<file path="src/rtl/ocs_io_pkg.sv">
// Shared constants and types for the board input path (switches, pushbuttons, capture).
package ocs_io_pkg;

  localparam int unsigned KEY_CAPTURE         = 0;
  localparam int unsigned KEY_CLEAR           = 3;
  localparam int unsigned DEBOUNCE_CYCLES_DEF = 50000;

  typedef enum logic {
    StIdle,
    StHold
  } cap_state_e;

endpackage

</file>
<file path="src/rtl/switch_key_reader_if.sv">
// Board-pin inputs plus the captured-word handshake towards the CPU input port.
interface switch_key_reader_if #(
  parameter int unsigned DATA_W   = 18,
  parameter int unsigned NUM_KEYS = 4
);

  logic [DATA_W-1:0]   sw;
  logic [NUM_KEYS-1:0] key;
  logic [NUM_KEYS-1:0] key_pulse;
  logic [NUM_KEYS-1:0] key_level;
  logic [DATA_W-1:0]   data;
  logic                valid;
  logic                ack;
  logic                overrun;

  modport master (
    input  sw, key, ack,
    output key_pulse, key_level, data, valid, overrun
  );

  modport slave (
    output sw, key, ack,
    input  key_pulse, key_level, data, valid, overrun
  );

endinterface

</file>
<file path="src/rtl/key_debouncer.sv">
// One pushbutton: two-flop synchronizer, stability counter, debounced level and press pulse.
module key_debouncer #(
  parameter int unsigned DEBOUNCE_CYCLES = 50000
) (
  input  logic i_clk,
  input  logic i_rst_n,
  input  logic i_key_n,
  output logic o_level,
  output logic o_pulse
);

  localparam int unsigned CntW = (DEBOUNCE_CYCLES > 1) ? $clog2(DEBOUNCE_CYCLES) : 1;
  localparam logic [CntW-1:0] CntMax = CntW'(DEBOUNCE_CYCLES - 1);

  // Raw polarity throughout: 1 = released, 0 = pressed.
  logic            r_sync1, r_sync2;
  logic            r_state, r_state_q1;
  logic            r_pulse;
  logic [CntW-1:0] r_cnt;
  logic            w_mismatch, w_flip;

  assign w_mismatch = (r_sync2 != r_state);
  assign w_flip     = w_mismatch && (r_cnt == CntMax);

  always_ff @(posedge i_clk) begin
    if (!i_rst_n) begin
      r_sync1    <= 1'b1;
      r_sync2    <= 1'b1;
      r_state    <= 1'b1;
      r_state_q1 <= 1'b1;
      r_pulse    <= 1'b0;
      r_cnt      <= '0;
    end else begin
      r_sync1    <= i_key_n;
      r_sync2    <= r_sync1;
      r_state_q1 <= r_state;
      // Pulse lands the cycle after the debounced level turns pressed.
      r_pulse    <= r_state_q1 & ~r_state;
      if (w_flip) begin
        r_state <= ~r_state;
        r_cnt   <= '0;
      end else if (w_mismatch) begin
        r_cnt <= r_cnt + CntW'(1);
      end else begin
        r_cnt <= '0;
      end
    end
  end

  assign o_level = ~r_state;
  assign o_pulse = r_pulse;

endmodule

</file>
<file path="src/rtl/switch_key_reader.sv">
// Board input entry point: debounced keys, synchronized switches and a KEY[0]-triggered capture.
module switch_key_reader
  import ocs_io_pkg::*;
#(
  parameter int unsigned DATA_W          = 18,
  parameter int unsigned NUM_KEYS        = 4,
  parameter int unsigned DEBOUNCE_CYCLES = DEBOUNCE_CYCLES_DEF
) (
  input logic                 i_clk,
  input logic                 i_rst_n,
  switch_key_reader_if.master bus
);

  logic [NUM_KEYS-1:0] w_pulse, w_level;

  for (genvar gi = 0; gi < NUM_KEYS; gi++) begin : g_key
    key_debouncer #(
      .DEBOUNCE_CYCLES(DEBOUNCE_CYCLES)
    ) u_deb (
      .i_clk  (i_clk),
      .i_rst_n(i_rst_n),
      .i_key_n(bus.key[gi]),
      .o_level(w_level[gi]),
      .o_pulse(w_pulse[gi])
    );
  end

  cap_state_e        r_state, w_state_next;
  logic [DATA_W-1:0] r_sw_s1, r_sw_s2, r_data;
  logic              r_ovr;
  logic              w_cap, w_load, w_drop, w_valid;

  assign w_cap = w_pulse[KEY_CAPTURE];

  always_ff @(posedge i_clk) begin
    if (!i_rst_n) begin
      r_state <= StIdle;
    end else begin
      r_state <= w_state_next;
    end
  end

  always_comb begin
    w_state_next = r_state;
    unique case (r_state)
      StIdle:  if (w_cap) w_state_next = StHold;
      StHold:  if (bus.ack && !w_cap) w_state_next = StIdle;
      default: w_state_next = StIdle;
    endcase
  end

  always_comb begin
    w_valid = 1'b0;
    w_load  = 1'b0;
    w_drop  = 1'b0;
    unique case (r_state)
      StIdle: w_load = w_cap;
      StHold: begin
        w_valid = 1'b1;
        w_load  = w_cap & bus.ack;
        w_drop  = w_cap & ~bus.ack;
      end
      default: ;
    endcase
  end

  always_ff @(posedge i_clk) begin
    if (!i_rst_n) begin
      r_sw_s1 <= '0;
      r_sw_s2 <= '0;
      r_data  <= '0;
      r_ovr   <= 1'b0;
    end else begin
      r_sw_s1 <= bus.sw;
      r_sw_s2 <= r_sw_s1;
      if (w_load) r_data <= r_sw_s2;
      // A dropped capture outranks a simultaneous clear request.
      if (w_drop) begin
        r_ovr <= 1'b1;
      end else if (w_pulse[KEY_CLEAR]) begin
        r_ovr <= 1'b0;
      end
    end
  end

  assign bus.key_pulse = w_pulse;
  assign bus.key_level = w_level;
  assign bus.data      = r_data;
  assign bus.valid     = w_valid;
  assign bus.overrun   = r_ovr;

endmodule

</file>
<file path="src/flat_wrapper.sv">
// flat-port wrapper written by rule: the top's interface ports become plain ports
module switch_key_reader_flat import ocs_io_pkg::*;
#(
  parameter int unsigned DATA_W          = 18,
  parameter int unsigned NUM_KEYS        = 4,
  parameter int unsigned DEBOUNCE_CYCLES = DEBOUNCE_CYCLES_DEF
)
  (i_clk, i_rst_n, bus_sw, bus_key, bus_ack, bus_key_pulse, bus_key_level, bus_data, bus_valid, bus_overrun);
  switch_key_reader_if #(.DATA_W(DATA_W), .NUM_KEYS(NUM_KEYS)) bus_i ();
  input logic i_clk;
  input logic i_rst_n;
  input wire logic [$bits(bus_i.sw)-1:0] bus_sw;
  input wire logic [$bits(bus_i.key)-1:0] bus_key;
  input wire logic [$bits(bus_i.ack)-1:0] bus_ack;
  output wire logic [$bits(bus_i.key_pulse)-1:0] bus_key_pulse;
  output wire logic [$bits(bus_i.key_level)-1:0] bus_key_level;
  output wire logic [$bits(bus_i.data)-1:0] bus_data;
  output wire logic [$bits(bus_i.valid)-1:0] bus_valid;
  output wire logic [$bits(bus_i.overrun)-1:0] bus_overrun;
  assign bus_i.sw = bus_sw;
  assign bus_i.key = bus_key;
  assign bus_i.ack = bus_ack;
  assign bus_key_pulse = bus_i.key_pulse;
  assign bus_key_level = bus_i.key_level;
  assign bus_data = bus_i.data;
  assign bus_valid = bus_i.valid;
  assign bus_overrun = bus_i.overrun;
  switch_key_reader #(.DATA_W(DATA_W), .NUM_KEYS(NUM_KEYS), .DEBOUNCE_CYCLES(DEBOUNCE_CYCLES)) u_core (.i_clk(i_clk), .i_rst_n(i_rst_n), .bus(bus_i));
endmodule
</file>
<file path="config.mk">
export PLATFORM = sky130hd
export DESIGN_NAME = switch_key_reader_flat
export DESIGN_NICKNAME = d
export VERILOG_FILES = /design/src/rtl/ocs_io_pkg.sv /design/src/rtl/switch_key_reader_if.sv /design/src/rtl/key_debouncer.sv /design/src/rtl/switch_key_reader.sv /design/src/flat_wrapper.sv
export SDC_FILE = /design/constraint.sdc
export NUM_CORES = 1
export LEC_CHECK = 0
export ABC_AREA = 1
export ABC_CLOCK_PERIOD_IN_PS = 1880
export CORE_MARGIN = 2
export CORE_UTILIZATION = 50
export CTS_CLUSTER_SIZE = 12
export DETAILED_ROUTE_END_ITERATION = 8
export GPL_TIMING_DRIVEN = 0
export PLACE_DENSITY = 0.71
export SLEW_MARGIN = 30
export SYNTH_ARGS = -nofsm -noshare
export SYNTH_HDL_FRONTEND = slang
export SYNTH_SLANG_ARGS = --single-unit
</file>
<file path="constraint.sdc">
create_clock -name i_clk -period 1.88 [get_ports i_clk]
set_input_delay 0.188 -clock i_clk [delete_from_list [all_inputs] [get_ports i_clk]]
set_output_delay 0.188 -clock i_clk [all_outputs]
set_load 0.02 [all_outputs]
</file>
==> metrics, run 1 <==
WP data arrival 1.64 ns; simple logic cell fraction of the synthesized area 0.298; Clock Sinks 140; DR vias/cell 4.82; final core utilization 0.631; VDD IR max between 900 and 1000 uV; First-pass DRT Iterations 5; fin crit share 0.972; final std cells w/o fill 954; area of the multi-input gates 0.00227 mm2; hold_buf cts 0; Tmin final 1.83 ns; Setup Buffers After CTS 0; initial DRC count just over 300; area grow syn2layout 22.6%; row count 38; worst reg2reg startpoint u_core.g_key[3].u_deb.r_cnt[0]$_SDFF_PP0_; maximum clock rate 547 MHz; clock buffer depth 2; crit start category flip-flop; Detail Placement HPWL 7.87 mm; RePlAce Congestion between 0.8 and 0.9; clk root buf clkbuf_8; leak pwr 2.78 nW; Wirelength per Cell approximately 11 um; Power Density 916 mW/mm2; global-route wire length before repair 17.8 mm; final wirelength 10.9 mm; DIE AREA 0.0121 mm2; compound-cell area share of the yosys netlist 0.0607; Worst-Margin Slew 0.495 ns; vias in the first global route 4,187; most common cell after layout, fill and taps aside nand2_1; cell area after synthesis 0.00561 mm2; CTS Buf Count 17; I/O pins 53; Register Area 0.00280 mm2; PostCTS Resize Cnt 0; share of post-route cells with drive strength above 1 0.123; Fin. Hold Viols 0; RR Endpoint u_core.g_key[3].u_deb.r_cnt[11]$_SDFF_PP0_; fill cell count between 900 and 1,000; clk slew on worst S/H paths 0.07 ns; Synth Register Bits 140; largest net degree at the start of global routing 17; RSZ-0062 raised after global routing false; Crit Path Max Fanout 4; die outline height 110 um; setup tns final 0 ns; hold path depth 3; ANT nets after route 0; Worst-Skew Late Latency 0.51 ns; gr ovfl total 0; NumNets Final 830; Max-slew headroom 0.670; largest family of logic cells by synthesized area simple AND/OR/NAND/NOR gates; via count about 4,600; R2R Setup Slk 0.30 ns; hold endpoint u_core.r_sw_s1[14]$_SDFF_PN0_; sequential cell area fraction in the yosys report 0.500; clk_skew 0.00902 ns; antenna cell count 0; Critical Path Source u_core.g_key[0].u_deb.o_pulse$_SDFF_PN0_; Port Buffer Count 52; Worst Hold Class in2reg; Yosys Warn Count 0; Slew Limit Fails 0; crit end category output port; cells on worst reg2reg path 7; cell count after synthesis 730; core area 0.0109 mm2; antenna violations before repair 0; most frequent cells in the layout 148 x nand2_1, 140 x dfxtp_1, 116 x nor2_1, 97 x inv_1, 48 x clkdlybuf4s50_1; placed insts 922; syn_nets 759; DRC 0; Total GRT Usage 0.190; Max Cap Viol 0; Initial Util 0.515; Cell variety after synth 29; syn_area_per_cell 7.68 um2; hold_sp bus_sw[14]; Worst EP required 1.69 ns; H-tree lvl count 4; CTS tree built; status complete, no violations; multiplexer share of the synthesized area 0; Die W 110 um; endpoints failing setup 0; Post-Synth Adder-Cell Area 0.00892; worst setup path category reg2out; xor/xnor share of the synthesized area 0.0375
==> metrics by stage <==
step	power, mW	area [um2]	hold slack [ns]	worst slack (ns)
final	6.30	6870	0.196	0.0525
after global routing	6.53	6870	0.192	0.00218
after global placement	3.25	6300	0.395	0.174
after CTS	6.37	6860	0.171	0.00685
after detailed placement	3.25	6300	0.398	0.124
after floorplan	3.17	5610	0.286	0.531
==> cells in the mapped netlist <==
cell	count	area share
dfxtp_1	140	0.50
nand3b_1	3	0.0040
o21ai_0	28	0.025
xor2_1	16	0.025
ha_1	4	0.0089
inv_2	2	0.0013
buf_4	9	0.012
nand2_1	148	0.099
or2_1	1	0.0011
nand4_1	18	0.020
clkbuf_1	8	0.0054
and2_1	1	0.0011
nand3_1	39	0.035
nor2_2	26	0.029
o21ai_1	1	0.00089
nor2_1	116	0.078
buf_12	1	0.0036
a21oi_1	32	0.029
nand3_2	5	0.0089
nor3_1	2	0.0018
buf_6	2	0.0040
nand2_2	4	0.0045
nand2_4	2	0.0040
buf_8	1	0.0027
buf_2	1	0.00089
or2_2	11	0.012
xnor2_1	8	0.012
inv_1	97	0.065
a21oi_2	4	0.0062
==> report_power, final <==
group / internal, mW / switching [mW] / total, mW
sequential: 3.01 / 0.0141 / 3.03
combinational: 0.0790 / 0.0769 / 0.156
clock: 1.70 / 1.41 / 3.11
total: 4.79 / 1.50 / 6.30
==> critical path, stage by stage, from the launching register on <==
cell and delay (ns):
dfxtp_1 0.37, buf_4 0.13, clkdlybuf4s50_1 0.62
==> layout make-up <==
type                    count  area share
flip-flops and latches    140       0.408
multi-input cells         469       0.331
repair buffers             52      0.0772
clock buffers              17      0.0602
inverters                  99      0.0541
well taps                 140      0.0255
plain buffers              22      0.0233
clock inverters            15      0.0213
==> routing by layer <==
metal,up-vias,global-route usage,part of all wire
met5,-,0,0
met4,0,0.0723,0.016
met3,17,0.0563,0.054
met2,114,0.319,0.48
met1,2075,0.228,0.45
li1,2395,-,-
==> flip-flops by register name (all words and copies together), names as in the netlist, 4 cells and up <==
signal / flops
u_core.g_key.u_deb.r_sync1: 4
u_core.g_key.u_deb.r_state_q1: 4
u_core.bus.data: 18
u_core.r_sw_s2: 18
u_core.g_key.u_deb.r_sync2: 4
u_core.g_key.u_deb.r_state: 4
u_core.g_key.u_deb.o_pulse: 4
u_core.g_key.u_deb.r_cnt: 64
u_core.r_sw_s1: 18
==> kinds of logic after synthesis <==
kind of cell | Yosys count
AND/OR/NAND/NOR | 376
flip-flops | 140
buffers and inverters | 121
AO/OA/AOI/OAI | 65
XOR/XNOR | 24
adder cells (fa/ha/maj) | 4
==> worst max-delay path by stage <==
stage                                                             to  slack [ns]  depth (start not counted)
after detailed placement   u_core.g_key[3].u_deb.r_cnt[9]$_SDFF_PP0_        0.12                          7
after global routing                                bus_key_pulse[0]       0.002                          2
final                                               bus_key_pulse[0]        0.05                          2
after floorplan           u_core.g_key[1].u_deb.r_cnt[11]$_SDFF_PP0_        0.53                          7
after global placement     u_core.g_key[3].u_deb.r_cnt[7]$_SDFF_PP0_        0.17                          7
after CTS                                           bus_key_level[1]       0.007                          3
(Power assumes the default switching activity.)
==> inputs of run 2 (changes only) <==
--- a/config.mk
+++ b/config.mk
@@ -12,6 +12,7 @@
 export CTS_CLUSTER_SIZE = 12
 export DETAILED_ROUTE_END_ITERATION = 8
 export GPL_TIMING_DRIVEN = 0
+export HOLD_SLACK_MARGIN = 0.08
 export PLACE_DENSITY = 0.71
 export SLEW_MARGIN = 30
 export SYNTH_ARGS = -nofsm -noshare
==> results of run 2 <==
No change in the layout: final DEF, timing and power equal those of run 1.
==> inputs of run 3 (changes only) <==
==> constraint.sdc (replaced) <==
create_clock -name i_clk -period 1.88 [get_ports i_clk]
set_input_delay 0.188 -clock i_clk [delete_from_list [all_inputs] [get_ports i_clk]]
set_output_delay 0.188 -clock i_clk [all_outputs]
set_load 0.1 [all_outputs]
==> metrics, run 3 (same netlist as run 1, synthesis figures left out) <==
vias in the first global route 4,186 (-0.024%); VDD IR max 964 uV (about the same); cell area after layout 0.00687 mm2 (about the same); Wirelength per Cell 11.5 um (+0.24%); gr ovfl total 0 (unchanged); switching fraction of total power 0.239 (-0.000295); antenna cell count 0 (unchanged); Slew Limit Fails 0 (unchanged); ANT nets after route 0 (unchanged); Worst EP required 1.69 ns (about the same); largest net degree at the start of global routing 17 (unchanged); CTS tree built; status complete, no violations; final std cells w/o fill 954 (unchanged); initial DRC count 298 (-2.6%); Initial Util 0.515 (unchanged); leak pwr 2.72 nW (-2.2%); CTS Buf Count 17 (unchanged); maximum clock rate 558 MHz (+2.0%); worst setup path category reg2out; row count 38 (unchanged); Top reg by flops u_core.g_key.u_deb.r_cnt; area grow syn2layout 22.5% (about the same); placed cell area 0.00630 mm2 (unchanged); Setup Buffers After CTS 0 (unchanged); DR vias/cell 4.81 (-0.28%); setup tns final 0 ns (unchanged); Tmin final 1.79 ns (-0.0351 ns); Top delay family on crit path buffers and inverters; Crit Path Max Fanout 3 (-1); Clock Power Share 0.494 (about the same); share of post-route cells with drive strength above 1 0.157 (+0.0344); Clock Sinks 140 (unchanged); die outline height 110 um (unchanged); via count 4,588 (-0.28%); Fin. Hold Viols 0 (unchanged); placed insts 922 (unchanged); Worst-Skew Late Latency 0.52 ns (about the same); WP data arrival 1.60 ns (-0.04 ns); antenna violations before repair 0 (unchanged); First-pass DRT Iterations 5 (unchanged); clk slew on worst S/H paths 0.07 ns (about the same); Worst-Margin Slew 0.582 ns (+0.0869 ns); switching power 1.50 mW (-0.16%); Int Pwr 4.79 mW (about the same); Port Buffer Count 52 (unchanged); Total GRT Usage 0.189 (-0.000250); DRC 0 (unchanged); sequential power share 0.481 (about the same); final wirelength 11.0 mm (+0.24%); global-route wire length before repair 17.8 mm (-0.15%); crit start category flip-flop; crit-path cells inv_1 -> buf_4 -> clkdlybuf4s15_2; endpoints failing setup 0 (unchanged); most common cell after layout, fill and taps aside nand2_1; fin crit share 0.953 (-0.0187); Die W 110 um (unchanged); max FFs per register 64 (unchanged); RePlAce Congestion 0.858 (unchanged); clk_skew 0.00909 ns (+0.0000703 ns); most frequent cells in the layout 148 x nand2_1, 140 x dfxtp_1, 116 x nor2_1, 97 x inv_1, 39 x nand3_1; CP max stage delay 0.54 ns (-0.08 ns); RSZ-0062 raised after global routing false; slowest library cell on the worst path clkdlybuf4s15_2; clock buffer depth 2 (unchanged); fill cell count 940 (-1.1%); combinational share of power 0.025 (about the same); core area 0.0109 mm2 (unchanged); Power Density 917 mW/mm2 (about the same); Detail Placement HPWL 7.87 mm (unchanged); I/O pins 53 (unchanged); Max-slew headroom 0.614 (-0.0562); Max Cap Viol 0 (unchanged); crit end category output port; NumNets Final 830 (unchanged); DIE AREA 0.0121 mm2 (unchanged); H-tree lvl count 4 (unchanged); clk root buf clkbuf_8; worst path bufs/invs 3 (+1); Worst Hold Class in2reg
==> run 3: worst reg2reg max path, cell delays in order (launching register included) <==
cell	delay [ns]
dfxtp_1	0.37
ha_1	0.22
nand3_1	0.17
nor2_2	0.18
nand3_2	0.11
nand2_2	0.18
buf_8	0.19
nor2_2	0.06
==> run 3: worst paths after layout <==
check	from	to	slack (ns)	cells past startpoint
worst min register to register	u_core.r_sw_s1[11]$_SDFF_PN0_	u_core.r_sw_s2[11]$_SDFF_PN0_	0.41	2
worst max-delay path	u_core.g_key[1].u_deb.r_state$_SDFFE_PN1P_	bus_key_level[1]	0.09	3
worst min-delay path	bus_sw[14]	u_core.r_sw_s1[14]$_SDFF_PN0_	0.20	3
worst max register to register	u_core.g_key[3].u_deb.r_cnt[0]$_SDFF_PP0_	u_core.g_key[3].u_deb.r_cnt[11]$_SDFF_PP0_	0.30	7
==> run 3: power by group through the flow <==
| stage | combinational (mW) | sequential [mW] | clock, mW |
|---|---|---|---|
| 2_1_floorplan | 0.0808 | 3.09 | 0 |
| 3_3_place_gp | 0.154 | 3.09 | 0 |
| 3_5_place_dp | 0.156 | 3.09 | 0 |
| 4_1_cts | 0.158 | 3.03 | 3.18 |
| 5_1_grt | 0.175 | 3.03 | 3.32 |
| 6_report | 0.156 | 3.03 | 3.11 |
==> run 3: layer usage <==
metal / GRT usage / wire, um
met1: 0.227 / 4910
met2: 0.318 / 5240
met3: 0.0563 / 616
met4: 0.0723 / 187
met5: 0 / 0
==> run 3: final cells by class <==
type                       instances  area, um2  area share
sequential                       140       2800       0.408
tap                              140        175      0.0255
multi-input combinational        469       2270       0.331
buffer                            22        160      0.0233
timing repair buffer              52        524      0.0763
clock inverter                    15        146      0.0213
inverter                          99        372      0.0541
clock buffer                      17        414      0.0603
==> run 3: per-stage QoR <==
stage	utilization	hold slack (ns)	worst slack, ns	total power [mW]
after CTS	0.633	0.171	0.000266	6.37
after floorplan	-	0.286	0.0504	3.17
after global placement	0.579	0.395	0.0469	3.25
after detailed placement	0.579	0.398	0.0447	3.25
after global routing	0.631	0.192	0.0109	6.53
final	0.631	0.196	0.0876	6.29
==> run 3: repair_timing <==
item / in CTS / in global routing
pin swaps: 0 / 0
gates resized for setup: 79 / 5
setup endpoints to repair: 28 / 5
gates cloned: 0 / 0
hold buffers: 0 / 0
